==> config.mk <==
export PLATFORM = sky130hd
export DESIGN_NAME = mc_ctrl_fsm
export DESIGN_NICKNAME = d
export VERILOG_FILES = /design/src/rtl/mc_ctrl_pkg.sv /design/src/rtl/mc_ctrl_outdec.sv /design/src/rtl/mc_ctrl_fsm.sv
export SDC_FILE = /design/constraint.sdc
export NUM_CORES = 1
export LEC_CHECK = 0
export BUFFER_PORTS_ARGS = -buffer_cell sky130_fd_sc_hd__buf_2
export CORE_UTILIZATION = 47
export CTS_BUF_LIST = sky130_fd_sc_hd__clkbuf_16
export CTS_CLUSTER_SIZE = 16
export DETAILED_ROUTE_END_ITERATION = 10
export PLACE_DENSITY = 0.78
export SLEW_MARGIN = 10
export SYNTH_ARGS = -nofsm -noshare
export SYNTH_HDL_FRONTEND = slang
export SYNTH_SLANG_ARGS = --single-unit
==> constraint.sdc <==
create_clock -name clk -period 2.64 [get_ports clk]
set_input_delay 0.132 -clock clk [delete_from_list [all_inputs] [get_ports clk]]
set_output_delay 0.132 -clock clk [all_outputs]
set_load 0.02 [all_outputs]
==> src/rtl/mc_ctrl_pkg.sv <==
// Shared definitions for the multi-cycle controller and the ALU control unit:
// state encoding, opcode values, datapath select codes and the control bundle.
package mc_ctrl_pkg;

    localparam int unsigned STATE_W     = 4;
    localparam int unsigned OPCODE_W    = 6;
    localparam int unsigned ALU_OP_W    = 2;
    localparam int unsigned PC_SRC_W    = 2;
    localparam int unsigned ALU_SRC_B_W = 2;

    typedef enum logic [STATE_W-1:0] {
        S_FETCH  = 4'd0,
        S_DECODE = 4'd1,
        S_MEMADR = 4'd2,
        S_MEMRD  = 4'd3,
        S_MEMWB  = 4'd4,
        S_MEMWR  = 4'd5,
        S_EXEC   = 4'd6,
        S_ALUWB  = 4'd7,
        S_BRANCH = 4'd8,
        S_JUMP   = 4'd9,
        S_ADDIEX = 4'd10,
        S_ADDIWB = 4'd11
    } state_t;

    localparam logic [OPCODE_W-1:0] OP_RTYPE = 6'b000000;
    localparam logic [OPCODE_W-1:0] OP_LW    = 6'b100011;
    localparam logic [OPCODE_W-1:0] OP_SW    = 6'b101011;
    localparam logic [OPCODE_W-1:0] OP_BEQ   = 6'b000100;
    localparam logic [OPCODE_W-1:0] OP_J     = 6'b000010;
    localparam logic [OPCODE_W-1:0] OP_ADDI  = 6'b001000;

    localparam logic [ALU_OP_W-1:0] ALU_OP_ADD   = 2'b00;
    localparam logic [ALU_OP_W-1:0] ALU_OP_FUNCT = 2'b01;
    localparam logic [ALU_OP_W-1:0] ALU_OP_SUB   = 2'b10;

    localparam logic [PC_SRC_W-1:0] PC_SRC_ALU    = 2'b00;
    localparam logic [PC_SRC_W-1:0] PC_SRC_ALUOUT = 2'b01;
    localparam logic [PC_SRC_W-1:0] PC_SRC_JUMP   = 2'b10;

    localparam logic [ALU_SRC_B_W-1:0] SRC_B_REG     = 2'b00;
    localparam logic [ALU_SRC_B_W-1:0] SRC_B_FOUR    = 2'b01;
    localparam logic [ALU_SRC_B_W-1:0] SRC_B_IMM     = 2'b10;
    localparam logic [ALU_SRC_B_W-1:0] SRC_B_IMM_SH2 = 2'b11;

    // Datapath control bundle driven by the output decoder.
    typedef struct packed {
        logic                   pc_write;
        logic                   pc_write_cond;
        logic                   i_or_d;
        logic                   mem_read;
        logic                   mem_write;
        logic                   mem_to_reg;
        logic                   ir_write;
        logic                   alu_src_a;
        logic                   reg_write;
        logic                   reg_dst;
        logic [PC_SRC_W-1:0]    pc_source;
        logic [ALU_SRC_B_W-1:0] alu_src_b;
        logic [ALU_OP_W-1:0]    alu_op;
        logic                   instr_done;
        logic                   illegal_op;
    } ctrl_t;

    // True for opcodes the controller knows how to sequence.
    function automatic logic op_supported(input logic [OPCODE_W-1:0] op);
        case (op)
            OP_RTYPE, OP_LW, OP_SW, OP_BEQ, OP_J, OP_ADDI: return 1'b1;
            default:                                       return 1'b0;
        endcase
    endfunction

endpackage

==> src/rtl/mc_ctrl_outdec.sv <==
// Output decoder: maps the current state (plus mem_ready for the handshake
// strobes and opcode for the illegal flag) to the datapath control bundle.
// Ports: state, mem_ready, opcode in; enable (low forces all strobes off);
// ctrl out.
module mc_ctrl_outdec
    import mc_ctrl_pkg::*;
(
    input  state_t                state,
    input  logic                  mem_ready,
    input  logic [OPCODE_W-1:0]   opcode,
    input  logic                  enable,
    output ctrl_t                 ctrl
);

    // Per-state strobes; anything not set stays 0, so unused codes are inert.
    always_comb begin
        ctrl = '0;
        case (state)
            S_FETCH: begin
                ctrl.mem_read  = 1'b1;
                ctrl.alu_src_b = SRC_B_FOUR;
                ctrl.alu_op    = ALU_OP_ADD;
                ctrl.pc_source = PC_SRC_ALU;
                // PC and IR update only on the cycle the fetch completes.
                ctrl.ir_write  = mem_ready;
                ctrl.pc_write  = mem_ready;
            end
            S_DECODE: begin
                ctrl.alu_src_b  = SRC_B_IMM_SH2;
                ctrl.alu_op     = ALU_OP_ADD;
                ctrl.illegal_op = ~op_supported(opcode);
            end
            S_MEMADR, S_ADDIEX: begin
                ctrl.alu_src_a = 1'b1;
                ctrl.alu_src_b = SRC_B_IMM;
                ctrl.alu_op    = ALU_OP_ADD;
            end
            S_MEMRD: begin
                ctrl.mem_read = 1'b1;
                ctrl.i_or_d   = 1'b1;
            end
            S_MEMWB: begin
                ctrl.reg_write  = 1'b1;
                ctrl.mem_to_reg = 1'b1;
                ctrl.instr_done = 1'b1;
            end
            S_MEMWR: begin
                ctrl.mem_write  = 1'b1;
                ctrl.i_or_d     = 1'b1;
                ctrl.instr_done = mem_ready;
            end
            S_EXEC: begin
                ctrl.alu_src_a = 1'b1;
                ctrl.alu_src_b = SRC_B_REG;
                ctrl.alu_op    = ALU_OP_FUNCT;
            end
            S_ALUWB: begin
                ctrl.reg_write  = 1'b1;
                ctrl.reg_dst    = 1'b1;
                ctrl.instr_done = 1'b1;
            end
            S_ADDIWB: begin
                ctrl.reg_write  = 1'b1;
                ctrl.instr_done = 1'b1;
            end
            S_BRANCH: begin
                ctrl.alu_src_a     = 1'b1;
                ctrl.alu_src_b     = SRC_B_REG;
                ctrl.alu_op        = ALU_OP_SUB;
                ctrl.pc_write_cond = 1'b1;
                ctrl.pc_source     = PC_SRC_ALUOUT;
                ctrl.instr_done    = 1'b1;
            end
            S_JUMP: begin
                ctrl.pc_write   = 1'b1;
                ctrl.pc_source  = PC_SRC_JUMP;
                ctrl.instr_done = 1'b1;
            end
            default: ctrl = '0;
        endcase
        // Held in reset: FETCH must not issue a read or advance the PC.
        if (!enable) begin
            ctrl = '0;
        end
    end

endmodule

==> src/rtl/mc_ctrl_fsm.sv <==
// Multi-cycle processor main controller (Moore FSM).
// Ports: clk, rst_n (async active-low); opcode (IR[31:26]), mem_ready in;
// datapath strobes/selects, state, instr_done, illegal_op out.
module mc_ctrl_fsm
    import mc_ctrl_pkg::*;
(
    input  logic                   clk,
    input  logic                   rst_n,
    input  logic [OPCODE_W-1:0]    opcode,
    input  logic                   mem_ready,
    output logic                   pc_write,
    output logic                   pc_write_cond,
    output logic                   i_or_d,
    output logic                   mem_read,
    output logic                   mem_write,
    output logic                   mem_to_reg,
    output logic                   ir_write,
    output logic                   alu_src_a,
    output logic                   reg_write,
    output logic                   reg_dst,
    output logic [PC_SRC_W-1:0]    pc_source,
    output logic [ALU_SRC_B_W-1:0] alu_src_b,
    output logic [ALU_OP_W-1:0]    alu_op,
    output logic [STATE_W-1:0]     state,
    output logic                   instr_done,
    output logic                   illegal_op
);

    state_t state_q;
    state_t state_d;
    ctrl_t  ctrl;

    // State register.
    always_ff @(posedge clk or negedge rst_n) begin
        if (!rst_n) begin
            state_q <= S_FETCH;
        end else begin
            state_q <= state_d;
        end
    end

    // Next-state logic; opcode is looked at only in DECODE and MEMADR.
    always_comb begin
        state_d = S_FETCH;
        case (state_q)
            S_FETCH:  state_d = mem_ready ? S_DECODE : S_FETCH;
            S_DECODE: begin
                case (opcode)
                    OP_LW, OP_SW: state_d = S_MEMADR;
                    OP_RTYPE:     state_d = S_EXEC;
                    OP_BEQ:       state_d = S_BRANCH;
                    OP_J:         state_d = S_JUMP;
                    OP_ADDI:      state_d = S_ADDIEX;
                    default:      state_d = S_FETCH;
                endcase
            end
            S_MEMADR: state_d = (opcode == OP_SW) ? S_MEMWR : S_MEMRD;
            S_MEMRD:  state_d = mem_ready ? S_MEMWB : S_MEMRD;
            S_MEMWR:  state_d = mem_ready ? S_FETCH : S_MEMWR;
            S_EXEC:   state_d = S_ALUWB;
            S_ADDIEX: state_d = S_ADDIWB;
            default:  state_d = S_FETCH;
        endcase
    end

    mc_ctrl_outdec u_outdec (
        .state     (state_q),
        .mem_ready (mem_ready),
        .opcode    (opcode),
        .enable    (rst_n),
        .ctrl      (ctrl)
    );

    assign pc_write      = ctrl.pc_write;
    assign pc_write_cond = ctrl.pc_write_cond;
    assign i_or_d        = ctrl.i_or_d;
    assign mem_read      = ctrl.mem_read;
    assign mem_write     = ctrl.mem_write;
    assign mem_to_reg    = ctrl.mem_to_reg;
    assign ir_write      = ctrl.ir_write;
    assign alu_src_a     = ctrl.alu_src_a;
    assign reg_write     = ctrl.reg_write;
    assign reg_dst       = ctrl.reg_dst;
    assign pc_source     = ctrl.pc_source;
    assign alu_src_b     = ctrl.alu_src_b;
    assign alu_op        = ctrl.alu_op;
    assign instr_done    = ctrl.instr_done;
    assign illegal_op    = ctrl.illegal_op;
    assign state         = state_q;

endmodule

== After elaboration in Yosys (flattened, before gate mapping) ==
Index checks and enable logic that the tools add are counted.

* Bits in registers: 4
* Input bits: 9
* Logic and storage cells: 51

* Muxes and demuxes: 23
* Bitwise operators: 1
* Reduce and logical (&&, ||, !) cells: 10
* Equal/unequal tests: 16

{| class="wikitable"
|+ Operators by type and width
! kind !! number
|-
| $pmux 4 s5 || 2
|-
| $pmux 4 s7 || 1
|-
| $mux 18 || 1
|-
| $eq 4x3->1 const B || 4
|-
| $eq 4x4->1 const B || 4
|-
| $mux 1 || 13
|-
| $eq 6x6->1 const B || 2
|-
| $mux 3 || 3
|-
| $eq 4x2->1 const B || 2
|-
| $reduce_or 2->1 || 4
|-
| $eq 6x2->1 const B || 1
|-
| $eq 6x3->1 const B || 1
|-
| $eq 6x4->1 const B || 1
|-
| $logic_not 6->1 || 1
|-
| $reduce_or 6->1 || 1
|-
| $reduce_or 5->1 || 1
|-
| $eq 4x1->1 const B || 1
|-
| $logic_not 4->1 || 1
|-
| $pmux 1 s2 || 2
|-
| $pmux 2 s2 || 1
|-
| $reduce_or 4->1 || 1
|-
| $reduce_or 3->1 || 1
|-
| $not 1->1 || 1
|}

== Longest topological paths before layout ==
Gate-level depths: netlist of the first run.

* Word-level depth: 7
* Gate-level depth with buffers: 5
* Gate-level depth less buffers: 3

== Modules after synthesis ==
A second synthesis of the first run with hierarchy kept.

* Cells, all modules: 81
* Area, all modules: 629.4 um2

{| class="wikitable"
|+ Modules (own cells, without submodules)
! module !! cells each !! instances !! sequential area each (um2) !! area an instance (um2)
|-
| mc_ctrl_fsm || 39 || 1 || 100.1 || 346.6
|-
| mc_ctrl_outdec || 42 || 1 || 0.0 || 282.8
|}

== Worst setup path after synthesis of the first run ==
OpenSTA, ideal clock, no wires.

* Path kind: register to output
* Start point: register state_q[3], in the netlist state[3]
* End point: output alu_op[1]
* Cell stages (with the launch flop): 5
* Slack: 0.334 ns
* Data required time: 2.508 ns
* Data arrival time: 2.174 ns
* Path through: dfrtp_1 > clkbuf_1 > clkbuf_1 > nor4b_1 > buf_4

* Cells in the longest elaborated chain, start to end: 4
* Elaborated cells on any way between the ends: 9
* Classes of those cells: eq/ne (5); mux (2); reduce/logical (2)

{| class="wikitable"
|+ Ends and longest elaborated chain
! element !! RTL line !! source
|-
| start, declared || mc_ctrl_fsm.sv:29 || <nowiki>state_t state_q;</nowiki>
|-
| start signal, assigned || mc_ctrl_fsm.sv:38 || <nowiki>state_q <= state_d;</nowiki>
|-
| $eq 4x2->1 or $eq 4x4->1 (tied branches) || mc_ctrl_outdec.sv:18 || <nowiki>case (state)</nowiki>
|-
| $reduce_or 2->1 || - ||
|-
| $pmux 4 s5 (*) || mc_ctrl_outdec.sv:18 ||
|-
| $mux 18 (*) || mc_ctrl_outdec.sv:82 || <nowiki>if (!enable) begin</nowiki>
|-
| end, declared || mc_ctrl_fsm.sv:23 || <nowiki>output logic [ALU_OP_W-1:0] alu_op,</nowiki>
|}

Every way passes the cells marked *; elsewhere a longest branch is shown, timed or not.

== Worst setup path in the final report of the first run ==
* Start point: register state_q[2], in the netlist state[2]
* End point: register state_q[2], in the netlist state[2]

* Cells in the longest elaborated chain, start to end: 2
* Elaborated cells on any way between the ends: 8
* Classes of those cells: eq/ne (6); mux (1); reduce/logical (1)

{| class="wikitable"
|+ Ends and longest elaborated chain
! element !! RTL line !! source
|-
| $eq 4x4->1, or another cell as far along || mc_ctrl_fsm.sv:45 || <nowiki>case (state_q)</nowiki>
|-
| $pmux 4 s7 (*) || mc_ctrl_fsm.sv:45 ||
|-
| named net state_d[2] || mc_ctrl_fsm.sv:30 || <nowiki>state_t state_d;</nowiki>
|}

The timed path passes the listed nets; every way through them passes the cells marked *.

==> results of run 1 <==
[where the power goes]
part	internal, mW	total, mW	switching, mW
combinational	0.180	0.441	0.261
clock	0.194	0.241	0.0472
sequential	0.0797	0.129	0.0493
[cell usage after synthesis]
cell type and n:
nor3_1 8, nand2_1 7, clkbuf_1 6, nor2b_1 6, o21ai_0 6, nor2_1 5
nor3b_1 5, dfrtp_1 4, a21oi_1 2, nand2b_1 2, nor4_1 2, nor4b_1 2
o2111a_1 2, o221ai_2 2, or4b_4 2, xnor2_1 2, xor2_1 2, a211o_1 1
a21o_1 1, and2_1 1, and3_1 1, and3b_1 1, buf_1 1, buf_4 1
buf_6 1, inv_1 1, nand3_1 1, nand4_1 1, nand4b_1 1, o211ai_1 1
o21a_1 1, o21ba_2 1, o31ai_1 1, o41a_1 1, o41ai_1 1
[per-stage QoR]
| stage | hold WS (ns) | area [um2] | util | power (mW) |
|---|---|---|---|---|
| after floorplan | -0.164 | 617 | - | 0.463 |
| after global placement | -0.0188 | 754 | 0.653 | 0.556 |
| after detailed placement | -0.0204 | 754 | 0.653 | 0.561 |
| after CTS | 0.224 | 840 | 0.726 | 0.806 |
| after global routing | 0.261 | 840 | 0.726 | 0.856 |
| final | 0.227 | 840 | 0.726 | 0.811 |
[area by class of cell]
class	count	area (um2)	share of cell area
inverter	1	3.75	0.00447
tap	14	17.5	0.0209
clock buffer	3	75.1	0.0894
sequential	4	100	0.119
multi-input combinational	69	468	0.557
timing repair buffer	33	175	0.209
[critical path, cell delays in order (launching register included)]
cell,delay [ns]
dfrtp_1,0.55
or4b_4,0.61
or4b_4,0.55
o221ai_2,0.16
[worst min-delay path by stage]
| stage | cells past startpoint | start | slack, ns | to |
|---|---|---|---|---|
| floorplan | 0 | rst_n | -0.16 | state[0]$_DFF_PN0_ |
| global placement | 1 | rst_n | -0.02 | state[3]$_DFF_PN0_ |
| detailed placement | 1 | rst_n | -0.02 | state[2]$_DFF_PN0_ |
| CTS | 3 | opcode[4] | 0.22 | state[1]$_DFF_PN0_ |
| global route | 2 | opcode[1] | 0.26 | state[2]$_DFF_PN0_ |
| finish | 2 | opcode[1] | 0.23 | state[2]$_DFF_PN0_ |
[kinds of logic (layout without fill, tap and decap cells)]
| group | after synthesis | after routing |
|---|---|---|
| XOR/XNOR | 4 | 4 |
| buffers and inverters | 10 | 37 |
| AND/OR/NAND/NOR | 45 | 45 |
| AO/OA/AOI/OAI | 20 | 20 |
| flip-flops | 4 | 4 |
[metal layers]
metal	wire [um]	part of all wire	up-vias	track usage
li1	-	-	363	-
met2	788	0.46	28	0.419
met4	49	0.029	0	0.214
met3	83	0.049	5	0.0349
met5	0	0	-	0
met1	777	0.46	341	0.326
==> out/metrics.cfg, run 1 <==
[setup_path]
start_kind = flop
regToRegSetupSlack_ns = 0.69
worstReg2RegStart = state[2]$_DFF_PN0_
critical_path_arrival_ns = 2.10
r2r_cells = 3
cp-endpoint = state[2]$_DFF_PN0_
endpoint_kind = flop
worstPathMaxFanout = 17
startpoint = state[2]$_DFF_PN0_
path_class = flop to flop
r2r_end = state[2]$_DFF_PN0_
required_ns = 2.78

[cts]
clkLatencyLatePin_ns = 0.23
cts_buffers = 3
cts-root-buf = clkbuf_16
path_clk_slew_ns = 0.03
ctsResizeCount = 0
cts_num_sinks = 4
post-cts-setup-buffers = 0
cts_tree = built
postCtsHoldBufs = 1
ctsHtreeMaxLevel = 1
cts_buffer_depth = 2

[die]
core-area_mm2 = 0.00116
ios = 31
die-area_mm2 = 0.00146
die_x_um = 38.2
initial_utilization = 0.534
rows = 12
die_y_um = 38.2

[synth]
syn-num-nets = 92
yosysTopAreaCellShare = 0.162
avgSynthCellArea_um2 = 7.43
yosys.area_share.xor_xnor = 0.0568
ys_seq_elements = 4
yosys.area.top_type = dfrtp_1
synth_fa_ha_area_frac = 0
synth.top_cells.by_area = dfrtp_1 (16%), nor3_1 (6.5%), nor2b_1 (6.1%)
synth_area_um2 = 617
synth-compound-area-share = 0.262
yosysWarnings = 0
ys_types = 35
syn-instance-count = 83
yosys-mux-area-fraction = 0
synth.yosys.seq_area_share = 0.162
yosys.area_share.simple = 0.440
synth_top_family_by_area = simple AND/OR/NAND/NOR gates

[grt]
antenna_found_initial = 0
grt_pass1_wl_um = 2580
grt_max_degree = 24
grt-ovfl-total = 0
grt.total_usage = 0.269
grt_pass1_vias = 598

[timing]
rsz0062_at_grt = false
final_max_slew_viol_count = 0
worstMarginPinSlew_ns = 0.524
final.setup_skew_ns = 0.00436
fin_setup_tns_ns = 0
max_freq_ghz = 0.512
maxSlewHeadroom = 0.651
period_needed_ns = 1.95
layout_worst_path_cycle_share = 0.740
setup_viol = 0
hold_violations = 0
setup_ws_ns = 0.686

[detailed_routing]
vias_per_cell = 5.94
drt-total-wl_um = 1700
drt_pass1_iterations = 4
wl_per_cell_um = 13.7
drc = 0
dr_total_vias = 737
drt_iter0_markers = 23
postRouteAntennaNets = 0

[final_layout]
finalNonFillerCells = 124
diodes = 0
n_fill_cell = 89
nNetsFinal = 121
final_common_cell = buf_2
syn_to_final_growth_pct = 36.1
final_cell_mix = buf_2 (30), nor3_1 (8), nand2_1 (7)
drive_gt1_frac = 0.364
largest_reg_flops = 4

[placement]
io_buffers = 30
gp_congestion = 0.762
place_ws_ns = 0.696
dp_hpwl_um = 1170
dpl.cell_count = 120

[power_and_ir_drop]
p_leak_nw = 0.396
worst_ir_drop_vdd_mv = 0.635
pwr_density_cell_mw_per_mm2 = 966

[hold_path]
hp-class = input pin to flop

[status]
outcome = finished, final reports clean

[run]
max_cap_viol_count = 0

No activity file was read; power rests on OpenSTA's default activity.
==> run 2, diff against run 1 <==
Settings changed: CORE_UTILIZATION 47 to 40, PLACE_DENSITY 0.78 to 0.7.
Clock period 2.64 ns to 1.7 ns, I/O delays scaled along.
==> out/metrics.cfg, run 2 (synthesis gave the netlist of run 1 again) <==
[status]
outcome = finished, final reports clean

[timing]
rsz0062_at_grt = true
maxSlewHeadroom = 0.763  ; +0.113
setup_viol = 0  ; unchanged
layout_worst_path_cycle_share = 0.985  ; +0.244
hold_violations = 0  ; unchanged
max_freq_ghz = 0.597  ; +17%
fin_setup_tns_ns = 0  ; unchanged
final_max_slew_viol_count = 0  ; unchanged
worstMarginPinSlew_ns = 0.353  ; -0.172 ns
period_needed_ns = 1.67  ; -0.280 ns
final.setup_skew_ns = 0.00146  ; -0.00289 ns

[die]
die_y_um = 41.3  ; +8.0%
initial_utilization = 0.451  ; -0.0821
core-area_mm2 = 0.00137  ; +18%
rows = 13  ; +1
die-area_mm2 = 0.00170  ; +17%
die_x_um = 41.3  ; +8.0%
ios = 31  ; unchanged

[final_layout]
diodes = 0  ; unchanged
nNetsFinal = 124  ; +2.5%
syn_to_final_growth_pct = 47.7
drive_gt1_frac = 0.430  ; +0.0662
finalNonFillerCells = 129  ; +4.0%
final_cell_area_um2 = 911  ; +8.5%
final_common_cell = buf_2
largest_reg_flops = 4  ; unchanged
final_cell_mix = buf_2 (30), nor3_1 (7), nand2_1 (7)
n_fill_cell = 126  ; +42%

[setup_path]
worstPathCellList = or4b_4 -> or4b_4 -> o221ai_2
crit_family = simple AND/OR/NAND/NOR gates
path_class = flop to flop
critical_path_buf_inv_count = 0  ; unchanged
cpMostUsedCell = or4b_4
worstPathMaxFanout = 2  ; -15
start_kind = flop
required_ns = 1.83  ; -0.95 ns
max_stage_delay_ns = 0.55  ; -0.06 ns
crit_slowest_cell = or4b_4
critical_path_arrival_ns = 1.81  ; -0.29 ns
endpoint_kind = flop

[cts]
cts_buffers = 3  ; unchanged
cts_buffer_depth = 2  ; unchanged
clkLatencyLatePin_ns = 0.22  ; about the same
path_clk_slew_ns = 0.03  ; about the same
cts_tree = built
cts-root-buf = clkbuf_16
cts_num_sinks = 4  ; unchanged
ctsHtreeMaxLevel = 1  ; unchanged

[power_and_ir_drop]
pwr_density_cell_mw_per_mm2 = 1470  ; +52%
worst_ir_drop_vdd_mv = 1.09  ; +71%
p_leak_nw = 0.420  ; +6.2%
p_clk_frac = 0.275  ; -0.022
p_seq_frac = 0.104  ; -0.055
p_int_mw = 0.752  ; +66%
switchingPower_mw = 0.585  ; +64%
combPwrFrac = 0.621  ; +0.077
p_sw_frac = 0.437  ; -0.00368

[detailed_routing]
drt_iter0_markers = 19  ; -17%
drt_pass1_iterations = 4  ; unchanged
postRouteAntennaNets = 0  ; unchanged
dr_total_vias = 740  ; +0.41%
drt-total-wl_um = 1740  ; +2.4%
vias_per_cell = 5.74  ; -3.5%
drc = 0  ; unchanged
wl_per_cell_um = 13.5  ; -1.6%

[grt]
grt_pass1_vias = 576  ; -3.7%
grt_max_degree = 24  ; unchanged
antenna_found_initial = 0  ; unchanged
grt-ovfl-total = 0  ; unchanged
grt_pass1_wl_um = 2570  ; -0.27%
grt.total_usage = 0.234  ; -0.0348

[placement]
dpl.cell_count = 124  ; +3.3%
place_area_um2 = 806  ; +6.8%
io_buffers = 30  ; unchanged
gp_congestion = 0.772  ; +1.3%
dp_hpwl_um = 1180  ; +1.3%

[hold_path]
hp-class = input pin to flop

[run]
max_cap_viol_count = 0  ; unchanged

==> run 2: power by group through the flow <==
stage	clock network [mW]	registers [mW]	logic, mW
2_1_floorplan	0	0.194	0.555
3_3_place_gp	0	0.141	0.795
3_5_place_dp	0	0.141	0.802
4_1_cts	0.373	0.140	0.828
5_1_grt	0.383	0.146	0.896
6_report	0.368	0.139	0.831
==> run 2: per-stage QoR <==
stage / hold WS, ns / util / total power [mW] / setup slack, ns
2_1_floorplan: -0.211 / - / 0.748 / -0.0914
3_3_place_gp: -0.0666 / 0.590 / 0.936 / 0.0876
3_5_place_dp: -0.0629 / 0.590 / 0.942 / 0.0690
4_1_cts: 0.173 / 0.665 / 1.34 / 0.0261
5_1_grt: 0.216 / 0.667 / 1.42 / -0.00466
6_report: 0.175 / 0.667 / 1.34 / 0.0260
==> run 2: cell type report <==
type | instances | area, um2 | share of cell area
timing repair buffer | 36 | 198 | 0.217
multi-input combinational | 69 | 510 | 0.560
clock buffer | 3 | 75.1 | 0.0824
tap | 15 | 18.8 | 0.0206
clock inverter | 1 | 3.75 | 0.00412
sequential | 4 | 101 | 0.111
inverter | 1 | 3.75 | 0.00412
==> run 2: tightest hold or removal path: cells and delay by family <==
family / cells / cell delay (ns)
buf+inv: 1 / 0.12
compound gates: 2 / 0.15
==> run 2: worst paths after layout <==
path / start / end / slack (ns) / cells after the start
max: state[2]$_DFF_PN0_ / state[0]$_DFF_PN0_ / 0.03 / 3
min: opcode[4] / state[1]$_DFF_PN0_ / 0.18 / 3
max reg2reg: state[2]$_DFF_PN0_ / state[0]$_DFF_PN0_ / 0.03 / 3
min reg2reg: state[2]$_DFF_PN0_ / state[1]$_DFF_PN0_ / 0.58 / 2
max in group asynchronous: rst_n / state[1]$_DFF_PN0_ / 1.23 / 2
min in group asynchronous: rst_n / state[3]$_DFF_PN0_ / 0.26 / 2
==> run 2: timing repair <==
action / 4_1_cts / 5_1_grt
endpoints found under the setup margin: 3 / 3
setup buffers: 0 / 0
pin swaps: 0 / 0
gates resized for setup: 3 / 1
hold buffers: 1 / 0
endpoints found under the hold margin: 4 / 0
==> run 2: layer usage <==
metal  vias up  wire, um  part of all wire  GRT usage
met2        27       827              0.48      0.383
met5         -         0                 0          0
met1       344       839              0.48      0.314
met3         0        73             0.042     0.0326
met4         0         0                 0     0.0726
li1        369         -                 -          -
==> run 3, diff against run 2 <==
--- a/config.mk
+++ b/config.mk
@@ -7,6 +7,5 @@
 export LEC_CHECK = 0
-export BUFFER_PORTS_ARGS = -buffer_cell sky130_fd_sc_hd__buf_2
+export BUFFER_PORTS_ARGS = -buffer_cell sky130_fd_sc_hd__buf_4
 export CORE_UTILIZATION = 40
 export CTS_BUF_LIST = sky130_fd_sc_hd__clkbuf_16
-export CTS_CLUSTER_SIZE = 16
 export DETAILED_ROUTE_END_ITERATION = 10
--- a/constraint.sdc
+++ b/constraint.sdc
@@ -3,2 +3,2 @@
 set_output_delay 0.085 -clock clk [all_outputs]
-set_load 0.02 [all_outputs]
+set_load 0.005 [all_outputs]
==> out/metrics.cfg, run 3 (synthesis gave the netlist of run 1 again) <==
[setup_path]
worstReg2RegStart = state[2]$_DFF_PN0_
crit_slowest_cell = or4b_4
critical_path_arrival_ns = 1.80  ; about the same
start_kind = flop
path_class = flop to flop
startpoint = state[2]$_DFF_PN0_
max_stage_delay_ns = 0.55  ; about the same
critical_path_buf_inv_count = 0  ; unchanged
cpMostUsedCell = or4b_4
worstPathMaxFanout = 2  ; unchanged
endpoint_kind = flop
required_ns = 1.84  ; about the same
worstPathCellList = or4b_4 -> or4b_4 -> o221ai_2
crit_family = simple AND/OR/NAND/NOR gates

[timing]
hold_violations = 0  ; unchanged
setup_ws_ns = 0.0391  ; +0.0131 ns
max_freq_ghz = 0.602  ; +0.79%
maxSlewHeadroom = 0.743  ; -0.0206
setup_viol = 0  ; unchanged
final.setup_skew_ns = 0.00442  ; +0.00296 ns
rsz0062_at_grt = false
period_needed_ns = 1.66  ; -0.0131 ns
worstMarginPinSlew_ns = 0.381  ; +0.0282 ns
layout_worst_path_cycle_share = 0.977  ; -0.00768
whs_ns = 0.155  ; -0.0206 ns
final_max_slew_viol_count = 0  ; unchanged
fin_setup_tns_ns = 0  ; unchanged

[final_layout]
post-route-util = 0.706  ; +0.0394
nNetsFinal = 125  ; +0.81%
n_fill_cell = 118  ; -6.3%
multiInputGateArea_um2 = 487  ; -4.7%
final_cell_mix = buf_4 (36), nor3_1 (7), nand2_1 (7)
diodes = 0  ; unchanged
largest_reg_flops = 4  ; unchanged
drive_gt1_frac = 0.412  ; -0.0175
final-seq-area_um2 = 100  ; -1.2%
final_cell_area_um2 = 965  ; +5.9%
syn_to_final_growth_pct = 56.4
final_common_cell = buf_4

[cts]
post-cts-setup-buffers = 0  ; unchanged
cts-root-buf = clkbuf_16
cts_tree = built
path_clk_slew_ns = 0.03  ; about the same
cts_num_sinks = 4  ; unchanged
cts_buffers = 3  ; unchanged
ctsHtreeMaxLevel = 1  ; unchanged
clkLatencyLatePin_ns = 0.22  ; about the same
cts_buffer_depth = 2  ; unchanged

[placement]
place_area_um2 = 861  ; +6.8%
gp_congestion = 0.795  ; +3.0%
place_ws_ns = 0.0495  ; -0.0195 ns
dp_hpwl_um = 1280  ; +8.3%
io_buffers = 30  ; unchanged

[grt]
grt_max_degree = 24  ; unchanged
antenna_found_initial = 0  ; unchanged
grt_pass1_vias = 579  ; +0.52%
grt.total_usage = 0.237  ; +0.00336
grt-ovfl-total = 0  ; unchanged
grt_pass1_wl_um = 2570  ; -0.27%

[detailed_routing]
drt_iter0_markers = 11  ; -8
postRouteAntennaNets = 0  ; unchanged
dr_total_vias = 730  ; -1.4%
drc = 0  ; unchanged
drt-total-wl_um = 1790  ; +2.6%
wl_per_cell_um = 13.8  ; +2.6%
drt_pass1_iterations = 4  ; unchanged
vias_per_cell = 5.66  ; -1.4%

[die]
rows = 13  ; unchanged
die_x_um = 41.3  ; unchanged
initial_utilization = 0.451  ; unchanged
die_y_um = 41.3  ; unchanged
die-area_mm2 = 0.00170  ; unchanged
core-area_mm2 = 0.00137  ; unchanged
ios = 31  ; unchanged

[power_and_ir_drop]
worst_ir_drop_vdd_mv = 1.02  ; -6.7%
p_leak_nw = 0.430  ; +2.3%
pwr_density_cell_mw_per_mm2 = 1290  ; -12%

[hold_path]
worstHoldStart = opcode[1]
hp-class = input pin to flop

[run]
max_cap_viol_count = 0  ; unchanged

[status]
outcome = finished, final reports clean

-- run 3: path summary, 6_finish.rpt --
path | endpoint | slack (ns) | cells after the start
max in group asynchronous | state[1]$_DFF_PN0_ | 1.33 | 2
worst max-delay path | state[2]$_DFF_PN0_ | 0.04 | 3
worst min-delay path | state[2]$_DFF_PN0_ | 0.15 | 2
worst min register to register | state[1]$_DFF_PN0_ | 0.60 | 2
min in group asynchronous | state[2]$_DFF_PN0_ | 0.23 | 2
worst max register to register | state[2]$_DFF_PN0_ | 0.04 | 3
-- run 3: repair_timing --
action	4_1_cts	5_1_grt
endpoints found under the setup margin	0	2
resized for setup	0	3
hold buffers	1	0
endpoints found under the hold margin	4	0
-- run 3: layout make-up --
cell class	count	share of cell area
flip-flops and latches	4	0.104
well taps	15	0.0195
clock buffers	3	0.0778
inverters	1	0.00389
repair buffers	37	0.291
multi-input cells	69	0.505
-- run 3: power breakdown --
group / switching [mW] / internal [mW]
Clock: 0.0628 / 0.300
Combinational: 0.383 / 0.363
Sequential: 0.0140 / 0.125
Total: 0.460 / 0.788
-- run 3: through the flow --
step,cells,power [mW]
6_report,129,1.25
3_5_place_dp,125,0.864
5_1_grt,129,1.33
4_1_cts,129,1.24
2_1_floorplan,83,0.607
3_3_place_gp,125,0.852
-- run 3: per-layer routing --
layer | up-vias | global-route usage | share of wire
met4 | 0 | 0.121 | 0.011
met1 | 333 | 0.291 | 0.44
met3 | 2 | 0.0326 | 0.040
li1 | 375 | - | -
met5 | - | 0 | 0
met2 | 20 | 0.398 | 0.51
